<file path="config.mk">
export PLATFORM = sky130hd
export DESIGN_NAME = writeback_stage
export DESIGN_NICKNAME = d
export VERILOG_FILES = /design/src/rtl/mips_pkg.sv /design/src/rtl/mem_wb_reg.sv /design/src/rtl/writeback_stage.sv
export SDC_FILE = /design/constraint.sdc
export NUM_CORES = 1
export LEC_CHECK = 0
export BUFFER_PORTS_ARGS = -buffer_cell sky130_fd_sc_hd__buf_2
export CAP_MARGIN = 25
export CORE_UTILIZATION = 45
export DETAILED_ROUTE_END_ITERATION = 8
export PLACE_DENSITY = 0.74
export SLEW_MARGIN = 20
export SYNTH_ARGS = -nofsm -noshare
export SYNTH_HDL_FRONTEND = slang
export SYNTH_SLANG_ARGS = --single-unit
</file>
<file path="constraint.sdc">
create_clock -name clk -period 2.31 [get_ports clk]
set_input_delay 0.3465 -clock clk [delete_from_list [all_inputs] [get_ports clk]]
set_output_delay 0.3465 -clock clk [all_outputs]
set_load 0.05 [all_outputs]
</file>
<file path="src/rtl/mips_pkg.sv">
// Shared definitions for the MIPS pipeline back end: datapath widths,
// syscall codes and the write-back syscall FSM state encoding.
package mips_pkg;

  localparam int MIPS_DATA_W = 32;
  localparam int MIPS_REG_AW = 5;
  localparam int MIPS_CON_W  = 8;

  localparam int SYS_PRINT_CHAR = 11;
  localparam int SYS_EXIT       = 10;

  typedef enum logic [1:0] {
    IDLE   = 2'd0,
    EMIT   = 2'd1,
    HALTED = 2'd2
  } wb_state_e;

  // Saturating increment for wide event counters.
  function automatic logic [63:0] sat_inc64(input logic [63:0] v);
    logic [63:0] r;
    if (&v) begin
      r = v;
    end else begin
      r = v + 64'd1;
    end
    return r;
  endfunction

endpackage

</file>
<file path="src/rtl/mem_wb_reg.sv">
// MEM/WB pipeline register. Flush has priority over hold; a hold keeps
// every field, except that a syscall already taken by the FSM while the
// register is held is cleared so it cannot be executed twice.
module mem_wb_reg #(
  parameter int DATA_W = 32,
  parameter int REG_AW = 5,
  parameter int CON_W  = 8
) (
  input  logic              clk,
  input  logic              rst_n,
  input  logic              flush,
  input  logic              hold,
  input  logic              consume,
  input  logic              reg_write_i,
  input  logic              mem_to_reg_i,
  input  logic              syscall_i,
  input  logic [DATA_W-1:0] read_data_i,
  input  logic [DATA_W-1:0] alu_out_i,
  input  logic [REG_AW-1:0] write_reg_i,
  input  logic [DATA_W-1:0] v0_i,
  input  logic [CON_W-1:0]  a0_i,
  output logic              reg_write_o,
  output logic              mem_to_reg_o,
  output logic              syscall_o,
  output logic              valid_o,
  output logic [DATA_W-1:0] read_data_o,
  output logic [DATA_W-1:0] alu_out_o,
  output logic [REG_AW-1:0] write_reg_o,
  output logic [DATA_W-1:0] v0_o,
  output logic [CON_W-1:0]  a0_o
);

  logic              reg_write_q, reg_write_d;
  logic              mem_to_reg_q, mem_to_reg_d;
  logic              syscall_q, syscall_d;
  logic              valid_q, valid_d;
  logic [DATA_W-1:0] read_data_q, read_data_d;
  logic [DATA_W-1:0] alu_out_q, alu_out_d;
  logic [REG_AW-1:0] write_reg_q, write_reg_d;
  logic [DATA_W-1:0] v0_q, v0_d;
  logic [CON_W-1:0]  a0_q, a0_d;

  // Next-state selection: flush > hold > capture.
  always_comb begin
    reg_write_d  = reg_write_q;
    mem_to_reg_d = mem_to_reg_q;
    syscall_d    = syscall_q;
    valid_d      = valid_q;
    read_data_d  = read_data_q;
    alu_out_d    = alu_out_q;
    write_reg_d  = write_reg_q;
    v0_d         = v0_q;
    a0_d         = a0_q;
    if (flush) begin
      reg_write_d = 1'b0;
      syscall_d   = 1'b0;
      valid_d     = 1'b0;
    end else if (hold) begin
      if (consume) begin
        syscall_d = 1'b0;
      end else begin
        syscall_d = syscall_q;
      end
    end else begin
      reg_write_d  = reg_write_i;
      mem_to_reg_d = mem_to_reg_i;
      syscall_d    = syscall_i;
      valid_d      = 1'b1;
      read_data_d  = read_data_i;
      alu_out_d    = alu_out_i;
      write_reg_d  = write_reg_i;
      v0_d         = v0_i;
      a0_d         = a0_i;
    end
  end

  // Register storage with asynchronous clear.
  always_ff @(posedge clk or negedge rst_n) begin
    if (!rst_n) begin
      reg_write_q  <= 1'b0;
      mem_to_reg_q <= 1'b0;
      syscall_q    <= 1'b0;
      valid_q      <= 1'b0;
      read_data_q  <= {DATA_W{1'b0}};
      alu_out_q    <= {DATA_W{1'b0}};
      write_reg_q  <= {REG_AW{1'b0}};
      v0_q         <= {DATA_W{1'b0}};
      a0_q         <= {CON_W{1'b0}};
    end else begin
      reg_write_q  <= reg_write_d;
      mem_to_reg_q <= mem_to_reg_d;
      syscall_q    <= syscall_d;
      valid_q      <= valid_d;
      read_data_q  <= read_data_d;
      alu_out_q    <= alu_out_d;
      write_reg_q  <= write_reg_d;
      v0_q         <= v0_d;
      a0_q         <= a0_d;
    end
  end

  assign reg_write_o  = reg_write_q;
  assign mem_to_reg_o = mem_to_reg_q;
  assign syscall_o    = syscall_q;
  assign valid_o      = valid_q;
  assign read_data_o  = read_data_q;
  assign alu_out_o    = alu_out_q;
  assign write_reg_o  = write_reg_q;
  assign v0_o         = v0_q;
  assign a0_o         = a0_q;

endmodule

</file>
<file path="src/rtl/writeback_stage.sv">
// Write-back stage: MEM/WB register, result mux, register-file write port
// and retirement-time syscall FSM (print-char over a valid/ready console
// handshake, exit halts the core).
// Optional: define WB_INSTRET_COUNTER_EN to add a 64-bit saturating
// retired-instruction counter output (instret).
module writeback_stage
  import mips_pkg::*;
#(
  parameter int DATA_W = MIPS_DATA_W,
  parameter int REG_AW = MIPS_REG_AW,
  parameter int CON_W  = MIPS_CON_W
) (
  input  logic              clk,
  input  logic              rst_n,
  input  logic              stall_w,
  input  logic              flush_w,
  input  logic              RegWriteM,
  input  logic              MemToRegM,
  input  logic              syscallM,
  input  logic [DATA_W-1:0] ReadDataM,
  input  logic [DATA_W-1:0] ALUOutM,
  input  logic [REG_AW-1:0] WriteRegM,
  input  logic [DATA_W-1:0] v0M,
  input  logic [DATA_W-1:0] a0M,
  output logic              RegWriteW,
  output logic [REG_AW-1:0] WriteRegW,
  output logic [DATA_W-1:0] ResultW,
  output logic              stall_req,
  output logic              con_valid,
  output logic [CON_W-1:0]  con_data,
  input  logic              con_ready,
`ifdef WB_INSTRET_COUNTER_EN
  output logic [63:0]       instret,
`endif
  output logic              halt
);

  logic              reg_write_s, mem_to_reg_s, syscall_s, valid_s;
  logic [DATA_W-1:0] read_data_s, alu_out_s, v0_s;
  logic [REG_AW-1:0] write_reg_s;
  logic [CON_W-1:0]  a0_s;
  logic              hold_s;
  logic              take_sys_s;
  logic              unused_a0_s;

  wb_state_e         state_q, state_d;
  logic [CON_W-1:0]  con_data_q, con_data_d;

  // Only the low character byte of $a0 is ever emitted.
  assign unused_a0_s = ^a0M[DATA_W-1:CON_W];

  // The register holds for an external stall or while the FSM is busy.
  assign hold_s     = stall_w | stall_req;
  assign take_sys_s = valid_s & syscall_s & (state_q == IDLE);

  mem_wb_reg #(
    .DATA_W (DATA_W),
    .REG_AW (REG_AW),
    .CON_W  (CON_W)
  ) u_mem_wb_reg (
    .clk          (clk),
    .rst_n        (rst_n),
    .flush        (flush_w),
    .hold         (hold_s),
    .consume      (take_sys_s),
    .reg_write_i  (RegWriteM),
    .mem_to_reg_i (MemToRegM),
    .syscall_i    (syscallM),
    .read_data_i  (ReadDataM),
    .alu_out_i    (ALUOutM),
    .write_reg_i  (WriteRegM),
    .v0_i         (v0M),
    .a0_i         (a0M[CON_W-1:0]),
    .reg_write_o  (reg_write_s),
    .mem_to_reg_o (mem_to_reg_s),
    .syscall_o    (syscall_s),
    .valid_o      (valid_s),
    .read_data_o  (read_data_s),
    .alu_out_o    (alu_out_s),
    .write_reg_o  (write_reg_s),
    .v0_o         (v0_s),
    .a0_o         (a0_s)
  );

  // FSM state and latched console character.
  always_ff @(posedge clk or negedge rst_n) begin
    if (!rst_n) begin
      state_q    <= IDLE;
      con_data_q <= {CON_W{1'b0}};
    end else begin
      state_q    <= state_d;
      con_data_q <= con_data_d;
    end
  end

  // Next state: decode a retiring syscall in IDLE, wait for the handshake in EMIT.
  always_comb begin
    state_d    = state_q;
    con_data_d = con_data_q;
    case (state_q)
      IDLE: begin
        if (take_sys_s) begin
          if (v0_s == DATA_W'(SYS_PRINT_CHAR)) begin
            state_d    = EMIT;
            con_data_d = a0_s;
          end else if (v0_s == DATA_W'(SYS_EXIT)) begin
            state_d = HALTED;
          end else begin
            state_d = IDLE;
          end
        end else begin
          state_d = IDLE;
        end
      end
      EMIT: begin
        if (con_ready) begin
          state_d = IDLE;
        end else begin
          state_d = EMIT;
        end
      end
      HALTED: begin
        state_d = HALTED;
      end
      default: begin
        state_d = IDLE;
      end
    endcase
  end

  // Outputs decoded from registered state only (no path from con_ready).
  always_comb begin
    con_valid = (state_q == EMIT);
    stall_req = (state_q != IDLE);
    halt      = (state_q == HALTED);
    RegWriteW = reg_write_s & valid_s & (state_q == IDLE) & ~halt;
    WriteRegW = write_reg_s;
    con_data  = con_data_q;
    if (mem_to_reg_s) begin
      ResultW = read_data_s;
    end else begin
      ResultW = alu_out_s;
    end
  end

`ifdef WB_INSTRET_COUNTER_EN
  logic [63:0] instret_q, instret_d;

  // Count valid instructions leaving WB; IDLE excludes HALTED, so halt freezes it.
  always_comb begin
    if (valid_s && (state_q == IDLE) && !hold_s) begin
      instret_d = sat_inc64(instret_q);
    end else begin
      instret_d = instret_q;
    end
  end

  // Retired-instruction counter storage.
  always_ff @(posedge clk or negedge rst_n) begin
    if (!rst_n) begin
      instret_q <= 64'd0;
    end else begin
      instret_q <= instret_d;
    end
  end

  assign instret = instret_q;
`endif

endmodule

</file>
* Word-level counts from Yosys, hierarchy flattened
Index checks and enable logic that the tools add are counted.
W data, S select, Z words.
** Operators by class
- Bitwise logic cells :: 9
- Multiplexer cells :: 13
- Equality and inequality tests :: 6
- Reduce and logical (&&, ||, !) cells :: 4
** Operators by type and width (number)
- $eq A32 B4 Y1 const B :: 2
- $mux W32 :: 1
- $mux W1 :: 8
- $mux W2 :: 3
- $pmux W2 S3 :: 1
- $and A1 B1 Y1 :: 5
- $ne A3 B2 Y1 const B :: 1
- $not A1 Y1 :: 3
- $reduce_and A3 Y1 :: 1
- $eq A2 B1 Y1 const B :: 1
- $eq A2 B2 Y1 const B :: 1
- $logic_not A2 Y1 :: 1
- $ne A2 B2 Y1 const B :: 1
- $reduce_and A2 Y1 :: 1
- $reduce_bool A2 Y1 :: 1
- $or A1 B1 Y1 :: 1
** Word-level totals
- Word-level logic and storage cells :: 43
- Input bits :: 141
- Bits in registers :: 123
- Output and inout port bits :: 49

* Longest topological paths before layout
Gate-level depths: netlist (run 1).
- Word-level depth :: 5
- Gate-level depth with buffers :: 5
- Mapped depth without buffers :: 4

* By module
From an unflattened synthesis (run 1), not the netlist that was laid out.
** Unflattened totals
- Cells, all modules :: 320
- Area total of the unflattened synthesis :: 5447.7 µm²
** By module, submodules not included
- mem_wb_reg :: cells each 242, times used 1, sequential area each 2827.7 µm², area an instance 4573.1 µm²
- writeback_stage :: cells each 78, times used 1, sequential area each 250.2 µm², area an instance 874.6 µm²

* Worst setup path after synthesis (run 1)
Ideal clock, no wire load.
- Path type :: register -> register
- From :: reg u_mem_wb_reg.v0_q[5] (netlist: u_mem_wb_reg.v0_o[5])
- To :: reg con_data_q[0] (netlist: con_data[0])
- Setup slack :: 556 ps
- Required time :: 2185 ps
- Library setup time :: 125 ps
- Stages on the path, launching flop included :: 5
- Arrival time :: 1630 ps
- Period minus slack after synthesis :: 1754 ps
- Buffers on the path :: 0
- Cell sequence :: dfrtp_1 > nor4_1 > nand4_1 > nor4_4 > mux2_2
** Between the ends
- Cells in the longest elaborated chain, start to end :: 2
** RTL lines
- start, declared :: RTL line mem_wb_reg.sv:40 : logic [DATA_W-1:0] v0_q, v0_d;
- start signal, assigned :: RTL line mem_wb_reg.sv:87 : v0_q <= {DATA_W{1'b0}};
- start signal, assigned :: RTL line mem_wb_reg.sv:97 : v0_q <= v0_d;
- $eq A32 B4 Y1 :: RTL line writeback_stage.sv:103 : if (v0_s == DATA_W'(SYS_PRINT_CHAR)) begin
- $reduce_and A3 Y1 (no line)
- end signal, assigned :: RTL line writeback_stage.sv:89 : con_data_q <= {CON_W{1'b0}};
- end signal, assigned :: RTL line writeback_stage.sv:92 : con_data_q <= con_data_d;
- end, declared :: RTL line writeback_stage.sv:47 : logic [CON_W-1:0] con_data_q, con_data_d;
No other way between the ends.
A chain may end at the register's enable or synchronous reset.

* Final worst setup path (run 1)
- From :: reg u_mem_wb_reg.mem_to_reg_q (netlist: u_mem_wb_reg.mem_to_reg_o)
- To :: out ResultW[10]
** Between the ends
- Cells in the longest elaborated chain, start to end :: 1
** RTL lines
- start, declared :: RTL line mem_wb_reg.sv:34 : logic mem_to_reg_q, mem_to_reg_d;
- start signal, assigned :: RTL line mem_wb_reg.sv:91 : mem_to_reg_q <= mem_to_reg_d;
- $mux W32 :: RTL line writeback_stage.sv:139 : if (mem_to_reg_s) begin
- end, declared :: RTL line writeback_stage.sv:27 : output logic [DATA_W-1:0] ResultW,
No other way between the ends.

==> impl_results.md, run 1 <==
* Status: complete, no violations
* DRC violations left at 0
* Cells after synthesis at 324
* Syn_nets at 465
* # IOs at 190
* PortBufs at about 170
* Power Dens Cells at 986 mW/mm2
* Post-layout util at 61.3%
* Final Hold Fails at 0
* Worst EP required at 1.96 ns
* Worst Tran Pin Value at 0.631 ns
* Top cells by count, synth: mux2_2, dfrtp_1, buf_2
* Final WS setup at 0.205 ns
* Number of synthesized flops with an enable pin at 0
* Post-placement setup slack at between 0.3 and 0.4 ns
* CP Data Arrival Time at 1.76 ns
* Number of global-route vias before repair at 3648
* DIE WIDTH at 108 um
* Max VDD drop at approximately 0.70 mV
* RSZ-0062 raised after global routing: no
* Skew final at 0.00564 ns
* Static Leak at ~3.2 nW
* Gp weighted congestion at between 0.7 and 0.8
* Inst Count DP at 620
* Layout cells sized above 1 at 68.6%
* Fmax at 475 MHz
* Clock buffer depth at 2
* CTS root buffer: clkbuf_8
* Max cap viols at 0
* Pins over their slew limit at 0
* Mapped Area at 0.00505 mm2
* Dpl hpwl at roughly 7400 um
* First-pass detailed-route iteration total at 4
* Tmin final at roughly 2.1 ns
* Skew-Pair Late Insertion Delay at 0.52 ns
* Largest net degree at the start of global routing at about 120
* Post-synth ARST share at 100%
* Top cell type's share of synthesized area at 60.9%
* WL final at between 10000 and 15000 um
* Core area at ~0.011 mm2
* Startpoint types: register
* Crit Path Class: reg2out
* Via density at between 5 and 6
* H-tree levels at 4
* CTS Buf Count at 17
* Final Power at 6.59 mW
* Die area at 0.0117 mm2
* Total gr overflow at 0
* Ys flop type: dfrtp_1
* All-layer global routing usage at 19.4%
* CP Max Fanout at 21
* Post-synthesis area per instance at 15.6 um2
* Area contributors post-synth: dfrtp_1, mux2_2, buf_2, nor4_1, nor2_1
* Antenna cells at 0
* Synth unique cells at 20
* Final period util at 91.1%
* Initial Util at 46.4%
* Setup total negative slack at 0 ns
* Initial antenna violation count at 0
* Biggest area consumer among synthesized cells: dfrtp_1
* Worst min path class: in2reg
* Fin cells at between 600 and 700
* CTS clk-pin slew, worst paths at about 0.060 ns
* Crit end category: output pin
* Most numerous cell in the Yosys netlist: mux2_2
* Register area share after synthesis at 60.9%
* Fillers at between 800 and 900
* CTS Sinks at roughly 120
* Area Overhead vs Synth at 32.1%
* Vias after detailed routing at between 3000 and 4000
* CTS tree: done
* YS warnings at 0
* Global-route wire length before repair at between 15000 and 20000 um
* Rows at 38
* Nets at 641
* Iteration-0 DRC Markers at 103
* #FFs+latches synth at 123
* Die H at 108 um
* Final setup fails at 0
* ANT nets after route at 0
* Max-slew headroom at 57.9%
* Average routed wire per standard cell at 16.0 um
==> cell type report <==
cell class | instances | area, um2 | share of cell area, %
Sequential cell | 123 | 3080 | 46.1
Inverter | 3 | 11.3 | 0.169
Clock buffer | 22 | 443 | 6.63
Tap cell | 140 | 175 | 2.62
Timing Repair Buffer | 173 | 928 | 13.9
Multi-Input combinational cell | 182 | 1900 | 28.4
Clock inverter | 9 | 145 | 2.17
==> stage by stage <==
stage	hold slack (ns)	instance area, um2
finish	0.0361	6680
global route	0.00953	6680
CTS	0.00703	6680
detailed placement	0.490	6080
global placement	0.480	6080
floorplan	0.0509	5050
==> power by group <==
part | total (mW) | leakage (nW) | internal (mW) | switching (mW)
combinational | 1.35 | 1.40 | 0.539 | 0.816
sequential | 2.59 | 1.47 | 2.45 | 0.141
clock | 2.64 | 0.292 | 1.76 | 0.880
==> sequential cells by signal, indices dropped and copies added, names as in the netlist <==
register and cells:
u_mem_wb_reg.mem_to_reg_o 1, u_mem_wb_reg.alu_out_o 32, state_q 2, u_mem_wb_reg.a0_o 8, u_mem_wb_reg.reg_write_o 1, u_mem_wb_reg.write_reg_o 5
u_mem_wb_reg.valid_o 1, u_mem_wb_reg.syscall_o 1, u_mem_wb_reg.read_data_o 32, u_mem_wb_reg.v0_o 32, con_data 8
==> per-layer routing <==
layer | routed length (um) | global-route usage, %
met4 | 502 | 14.2
met5 | 0 | 0
met1 | 4120 | 21.6
met2 | 5250 | 31.1
met3 | 565 | 6.21
==> repair_timing <==
action,CTS,global route
buffers inserted,0,0
gates resized for setup,0,0
hold buffers,1,0
endpoints found under the setup margin,0,0
hold endpoints to repair,123,0
==> cell families (layout without fill, tap and decap cells) <==
family / count (synthesis) / after routing / synth area share [%]
multiplexers: 150 / 150 / 33.4
flip-flops: 123 / 123 / 60.9
AND/OR/NAND/NOR: 27 / 27 / 3.34
buffers and inverters: 19 / 207 / 1.71
AO/OA/AOI/OAI: 5 / 5 / 0.668
==> cells in the final DEF (no fill, tap or decap), types with 4 or more instances in the layout <==
master,count
nor2_1,6
clkbuf_16,16
bufinv_16,4
dfrtp_1,123
buf_4,5
mux2_2,149
nor4_1,5
clkbuf_1,4
buf_2,164
clkinv_2,5
==> critical path, stage by stage (launching register included) <==
cell and delay, ns:
dfrtp_1 0.34, buf_4 0.30, mux2_2 0.38, buf_2 0.21
==> worst paths after layout <==
check / end / from / cells past startpoint / slack, ns
setup / recovery: ResultW[10] / u_mem_wb_reg.mem_to_reg_o / 3 / 0.21
hold / removal: u_mem_wb_reg.syscall_o / flush_w / 2 / 0.04
setup reg to reg: con_data[0] / u_mem_wb_reg.v0_o[9] / 5 / 0.36
hold reg to reg: u_mem_wb_reg.a0_o[2] / u_mem_wb_reg.a0_o[2] / 1 / 0.50
max in group asynchronous: u_mem_wb_reg.read_data_o[9] / rst_n / 3 / 1.38
min in group asynchronous: u_mem_wb_reg.write_reg_o[1] / rst_n / 3 / 0.48
Note: power is estimated with default switching activity, not from simulation.
==> run 2, diff against run 1 <==
RECOVER_POWER = 100   (was unset)
==> run 2 against run 1 <==
Effect of this change: the run now ends with capacitance limit, slew limit left; count of clock-buffer cells in the layout unchanged; critical endpoint is now ResultW[8]; final area decreased by 0.97%; core utilization decreased by 0.60 points; maximum frequency decreased by 2.9%; clock skew increased by 0.00050 ns; first-iteration DRC count decreased by 4.9%; worst setup slack got worse by 0.063 ns; largest power group unchanged; non-clock buffer count unchanged; wire length increased by 0.26%; highest routed layer unchanged; sequential share of layout area increased by 0.45 points; hold slack improved by 0.0053 ns.
==> impl_results.md, run 2 (synthesis results as in run 1) <==
* Critical path cell sequence: clkbuf_4 > mux2_2 > clkbuf_2
* Max-slew headroom at -10.2% (-68 points)
* Antenna cells at 0 (unchanged)
* PortBufs at 165 (unchanged)
* Tmin final at 2.17 ns (+0.0627 ns)
* Clock buffer depth at 2 (unchanged)
* CTS root buffer: clkbuf_8
* Initial antenna violation count at 0 (unchanged)
* Most frequent cells in the layout: mux2_2, buf_2, dfrtp_1
* Largest net degree at the start of global routing at 124 (unchanged)
* Skew final at 0.00615 ns (+0.000504 ns)
* CTS Buf Count at 17 (unchanged)
* Die H at 108 um (unchanged)
* CTS clk-pin slew, worst paths at 0.06 ns (about the same)
* CTS tree: done
* Fillers at 885 (+1.1%)
* Failing checks: capacitance limit, slew limit
* CP Data Arrival Time at 1.82 ns (+0.06 ns)
* Via density at 5.06 (+0.43%)
* WL final at 10500 um (+0.26%)
* Static Leak at 3.09 nW (-2.4%)
* DIE WIDTH at 108 um (unchanged)
* H-tree levels at 4 (unchanged)
* Initial Util at 46.4% (unchanged)
* Rows at 38 (unchanged)
* First-pass detailed-route iteration total at 4 (unchanged)
* Global-route wire length before repair at 17000 um (unchanged)
* CTS Sinks at 123 (unchanged)
* Max VDD drop at 0.704 mV (about the same)
* Dpl hpwl at 7400 um (unchanged)
* Max cap viols at 1 (+1)
* Final setup fails at 0 (unchanged)
* Setup total negative slack at 0 ns (unchanged)
* CP Max Fanout at 21 (unchanged)
* Gp weighted congestion at 0.759 (unchanged)
* CP delay by family, top: buffers and inverters
* DRC violations left at 0 (unchanged)
* Final Power at 6.57 mW (-0.21%)
* WP buf/inv at 2 (unchanged)
* Reg area at 0.00308 mm2 (unchanged)
* Crit end category: output pin
* Multi-input logic area at 0.00190 mm2 (unchanged)
* All-layer global routing usage at 19.4% (unchanged)
* Layout cells sized above 1 at 65.4% (-3.1 points)
* Area Overhead vs Synth at 30.8%
* Post-layout util at 60.7% (-0.60 points)
* Slowest cell on the critical path: mux2_2
* Fmax at 461 MHz (-2.9%)
* Core area at 0.0109 mm2 (unchanged)
* ANT nets after route at 0 (unchanged)
* Final period util at 93.8% (+2.7 points)
* Commonest non-fill, non-tap cell in the layout: mux2_2
* Nets at 641 (unchanged)
* Average routed wire per standard cell at 16.0 um (+0.26%)
* Worst EP required at 1.96 ns (about the same)
* Power Dens Cells at 994 mW/mm2 (+0.78%)
* Worst Tran Pin Value at 1.65 ns (+1.02 ns)
* Inst Count DP at 620 (unchanged)
* RSZ-0062 raised after global routing: no
* Post-CTS Setup Repair Bufs at 0 (unchanged)
* Final Hold Fails at 0 (unchanged)
* Iteration-0 DRC Markers at 98 (-4.9%)
* Number of global-route vias before repair at 3648 (unchanged)
* Largest stage delay, worst path at 0.37 ns (about the same)
* Crit Path Class: reg2out
* Total gr overflow at 0 (unchanged)
* Placed inst area at 0.00608 mm2 (unchanged)
* Final instance area at 0.00661 mm2 (-0.97%)
* Startpoint types: register
* Worst min path class: in2reg
* # IOs at 190 (unchanged)
* Skew-Pair Late Insertion Delay at 0.52 ns (about the same)
* Status: finished, violations left
* Fin cells at 652 (unchanged)
* Die area at 0.0117 mm2 (unchanged)
* Vias after detailed routing at 3301 (+0.43%)
* Pins over their slew limit at 124 (+124)
[run 2: what timing repair did]
item | in CTS | in global routing
gates resized for setup | 0 | 0
hold buffers | 1 | 0
endpoints found under the hold margin | 123 | 0
[run 2: per-stage QoR]
step	hold slack (ns)	worst slack, ns
after global placement	0.480	0.425
after global routing	0.00953	0.0575
after floorplan	0.0509	0.556
after CTS	0.00703	0.154
after detailed placement	0.490	0.356
final	0.0415	0.143
[run 2: cell type report]
class	count	share of cell area (%)
flip-flops and latches	123	46.5
multi-input cells	182	28.7
repair buffers	173	13.1
clock buffers	22	6.70
well taps	140	2.65
clock inverters	9	2.19
inverters	3	0.170
[run 2: where the power goes]
| part | internal (mW) | leakage (nW) | switching (mW) | total, mW |
|---|---|---|---|---|
| Clock | 1.76 | 0.292 | 0.882 | 2.64 |
| Sequential | 2.45 | 1.47 | 0.141 | 2.59 |
| Combinational | 0.523 | 1.32 | 0.817 | 1.34 |
| Total | 4.73 | 3.09 | 1.84 | 6.57 |
[run 2: path summary, 6_finish.rpt]
path / depth (start not counted) / to / from / slack, ns
worst max-delay path: 3 / ResultW[8] / u_mem_wb_reg.mem_to_reg_o / 0.14
worst min-delay path: 2 / u_mem_wb_reg.syscall_o / flush_w / 0.04
worst max register to register: 3 / u_mem_wb_reg.read_data_o[2] / state_q[0] / 0.25
worst min register to register: 1 / u_mem_wb_reg.v0_o[2] / u_mem_wb_reg.v0_o[2] / 0.50
max in group asynchronous: 3 / u_mem_wb_reg.read_data_o[14] / rst_n / 0.36
min in group asynchronous: 3 / u_mem_wb_reg.v0_o[3] / rst_n / 0.89
[run 2: layer usage]
layer,part of all wire (%),global-route usage (%)
met4,4.6,14.2
met1,39,21.6
met5,0,0
met2,51,31.1
met3,5.5,6.21
==> run 3, diff against run 2 <==
SETUP_SLACK_MARGIN = 0.5   (was unset)
==> run 3 against run 2 <==
Effect of this change: the flow now finishes without violations; maximum frequency up 1.9%; critical path depth unchanged; power up 1.8%; final area up 5.9%; hold slack improved by 0.0022 ns; core utilization increased by 3.6 points; first-iteration DRC count is 12% higher; clock power about the same; critical endpoint is now ResultW[30].
==> impl_results.md, run 3 (synthesis results as in run 1) <==
* Status: complete, no violations
* Die area at 0.0117 mm2 (unchanged)
* Largest net degree at the start of global routing at 124 (unchanged)
* CP Data Arrival Time at 1.78 ns (-0.04 ns)
* Startpoint types: register
* Pins over their slew limit at 0 (-100%)
* Initial Util at 46.4% (unchanged)
* CTS Sinks at 123 (unchanged)
* Most frequent cells in the layout: mux2_2, dfrtp_1, buf_2
* Core area at 0.0109 mm2 (unchanged)
* Tmin final at 2.13 ns (-0.0414 ns)
* CP Max Fanout at 6 (-71%)
* Static Leak at 3.28 nW (+6.2%)
* Final WS setup at 0.184 ns (+0.0414 ns)
* CTS root buffer: clkbuf_8
* Gp weighted congestion at 0.759 (unchanged)
* Clock buffer depth at 2 (unchanged)
* All-layer global routing usage at 20.4% (+0.97 points)
* H-tree levels at 4 (unchanged)
* WL final at 12100 um (+15%)
* Rows at 38 (unchanged)
* Commonest non-fill, non-tap cell in the layout: mux2_2
* WP buf/inv at 2 (unchanged)
* Global-route wire length before repair at 17700 um (+4.4%)
* CTS clk-pin slew, worst paths at 0.06 ns (about the same)
* Crit end category: output pin
* Die H at 108 um (unchanged)
* Crit Path Class: reg2out
* DIE WIDTH at 108 um (unchanged)
* Final period util at 92.0% (-1.8 points)
* CP delay by family, top: buffers and inverters
* Vias after detailed routing at 3461 (+4.8%)
* Total gr overflow at 0 (unchanged)
* Number of global-route vias before repair at 3780 (+3.6%)
* Skew final at 0.00615 ns (+0.00000144 ns)
* Max cap viols at 0 (-1)
* Iteration-0 DRC Markers at 110 (+12%)
* Antenna cells at 0 (unchanged)
* Area Overhead vs Synth at 38.6%
* Max VDD drop at 0.714 mV (+1.4%)
* Worst Tran Pin Value at 0.636 ns (-1.02 ns)
* Post-placement setup slack at 0.356 ns (unchanged)
* Initial antenna violation count at 0 (unchanged)
* Layout cells sized above 1 at 67.4% (+2.0 points)
* Critical path cell sequence: clkbuf_2 > mux2_2 > buf_2
* Worst min path class: in2reg
* Via density at 5.11 (+0.98%)
* Fmax at 470 MHz (+1.9%)
* Nets at 666 (+3.9%)
* Max-slew headroom at 57.6% (+68 points)
* PortBufs at 165 (unchanged)
* Worst EP required at 1.96 ns (about the same)
* Largest stage delay, worst path at 0.43 ns (+0.06 ns)
* ANT nets after route at 0 (unchanged)
* CTS Buf Count at 17 (unchanged)
* # IOs at 190 (unchanged)
* Setup total negative slack at 0 ns (unchanged)
* Slowest cell on the critical path: dfrtp_1
* Dpl hpwl at 7400 um (unchanged)
* DRC violations left at 0 (unchanged)
* CTS tree: done
* Final setup fails at 0 (unchanged)
* Skew-Pair Late Insertion Delay at 0.53 ns (about the same)
* Average routed wire per standard cell at 17.8 um (+11%)
* Power Dens Cells at 955 mW/mm2 (-3.9%)
* Final Power at 6.69 mW (+1.8%)
* Final Hold Fails at 0 (unchanged)
* First-pass detailed-route iteration total at 4 (unchanged)
* RSZ-0062 raised after global routing: yes
-- run 3: cell types whose count changed in the layout (fill, tap and decap cells not counted), moves of 2 or more --
cell	before	now
buf_12	0	3
mux2_4	0	10
nor4_2	1	3
buf_4	1	12
clkbuf_2	21	27
buf_8	0	5
mux2_1	0	4
clkbuf_4	4	2
buf_6	0	8
buf_2	130	121
nor2b_1	3	1
nor4_1	5	3
mux2_2	149	135
-- run 3: final timing paths --
| kind | cells past startpoint | startpoint | end | slack (ns) |
|---|---|---|---|---|
| max | 3 | u_mem_wb_reg.mem_to_reg_o | ResultW[30] | 0.18 |
| min | 2 | WriteRegM[4] | u_mem_wb_reg.write_reg_o[4] | 0.04 |
| max reg2reg | 6 | state_q[0] | con_data[0] | 0.20 |
| min reg2reg | 1 | u_mem_wb_reg.a0_o[3] | con_data[3] | 0.48 |
| max in group asynchronous | 3 | rst_n | u_mem_wb_reg.alu_out_o[0] | 1.33 |
| min in group asynchronous | 3 | rst_n | u_mem_wb_reg.write_reg_o[1] | 0.53 |
-- run 3: metrics by stage --
stage	cell area (um2)	utilization, %	hold slack, ns	instances
floorplan	5050	-	0.0509	324
detailed placement	6080	55.8	0.490	620
global route	7010	64.3	0.0104	677
global placement	6080	55.8	0.480	620
finish	7010	64.3	0.0436	677
CTS	6880	63.2	0.0255	663
-- run 3: repair_timing --
| item | in CTS | in global routing |
|---|---|---|
| hold buffers | 1 | 0 |
| pin swaps | 3 | 3 |
| resized for setup | 34 | 42 |
| setup buffers | 10 | 11 |
| endpoints found under the hold margin | 123 | 0 |
| endpoints found under the setup margin | 153 | 60 |
| gates cloned | 1 | 3 |
-- run 3: cell type report --
class	instances	area, um2
clock buffers	22	443
clock inverters	9	145
fillers	840	3880
inverters	3	11.3
multi-input cells	182	1970
flip-flops and latches	123	3080
well taps	140	175
repair buffers	198	1180
-- run 3: routing by layer --
layer | wire [um] | vias up | global-route usage (%)
li1 | - | 1561 | -
met1 | 4640 | 1740 | 21.9
met2 | 6290 | 120 | 33.8
met3 | 650 | 40 | 7.59
met4 | 480 | 0 | 12.8
met5 | 0 | - | 0
-- run 3: report_power, final --
part	switching, mW	total, mW	internal, mW
combinational	0.843	1.42	0.579
sequential	0.154	2.60	2.45
clock	0.902	2.67	1.76
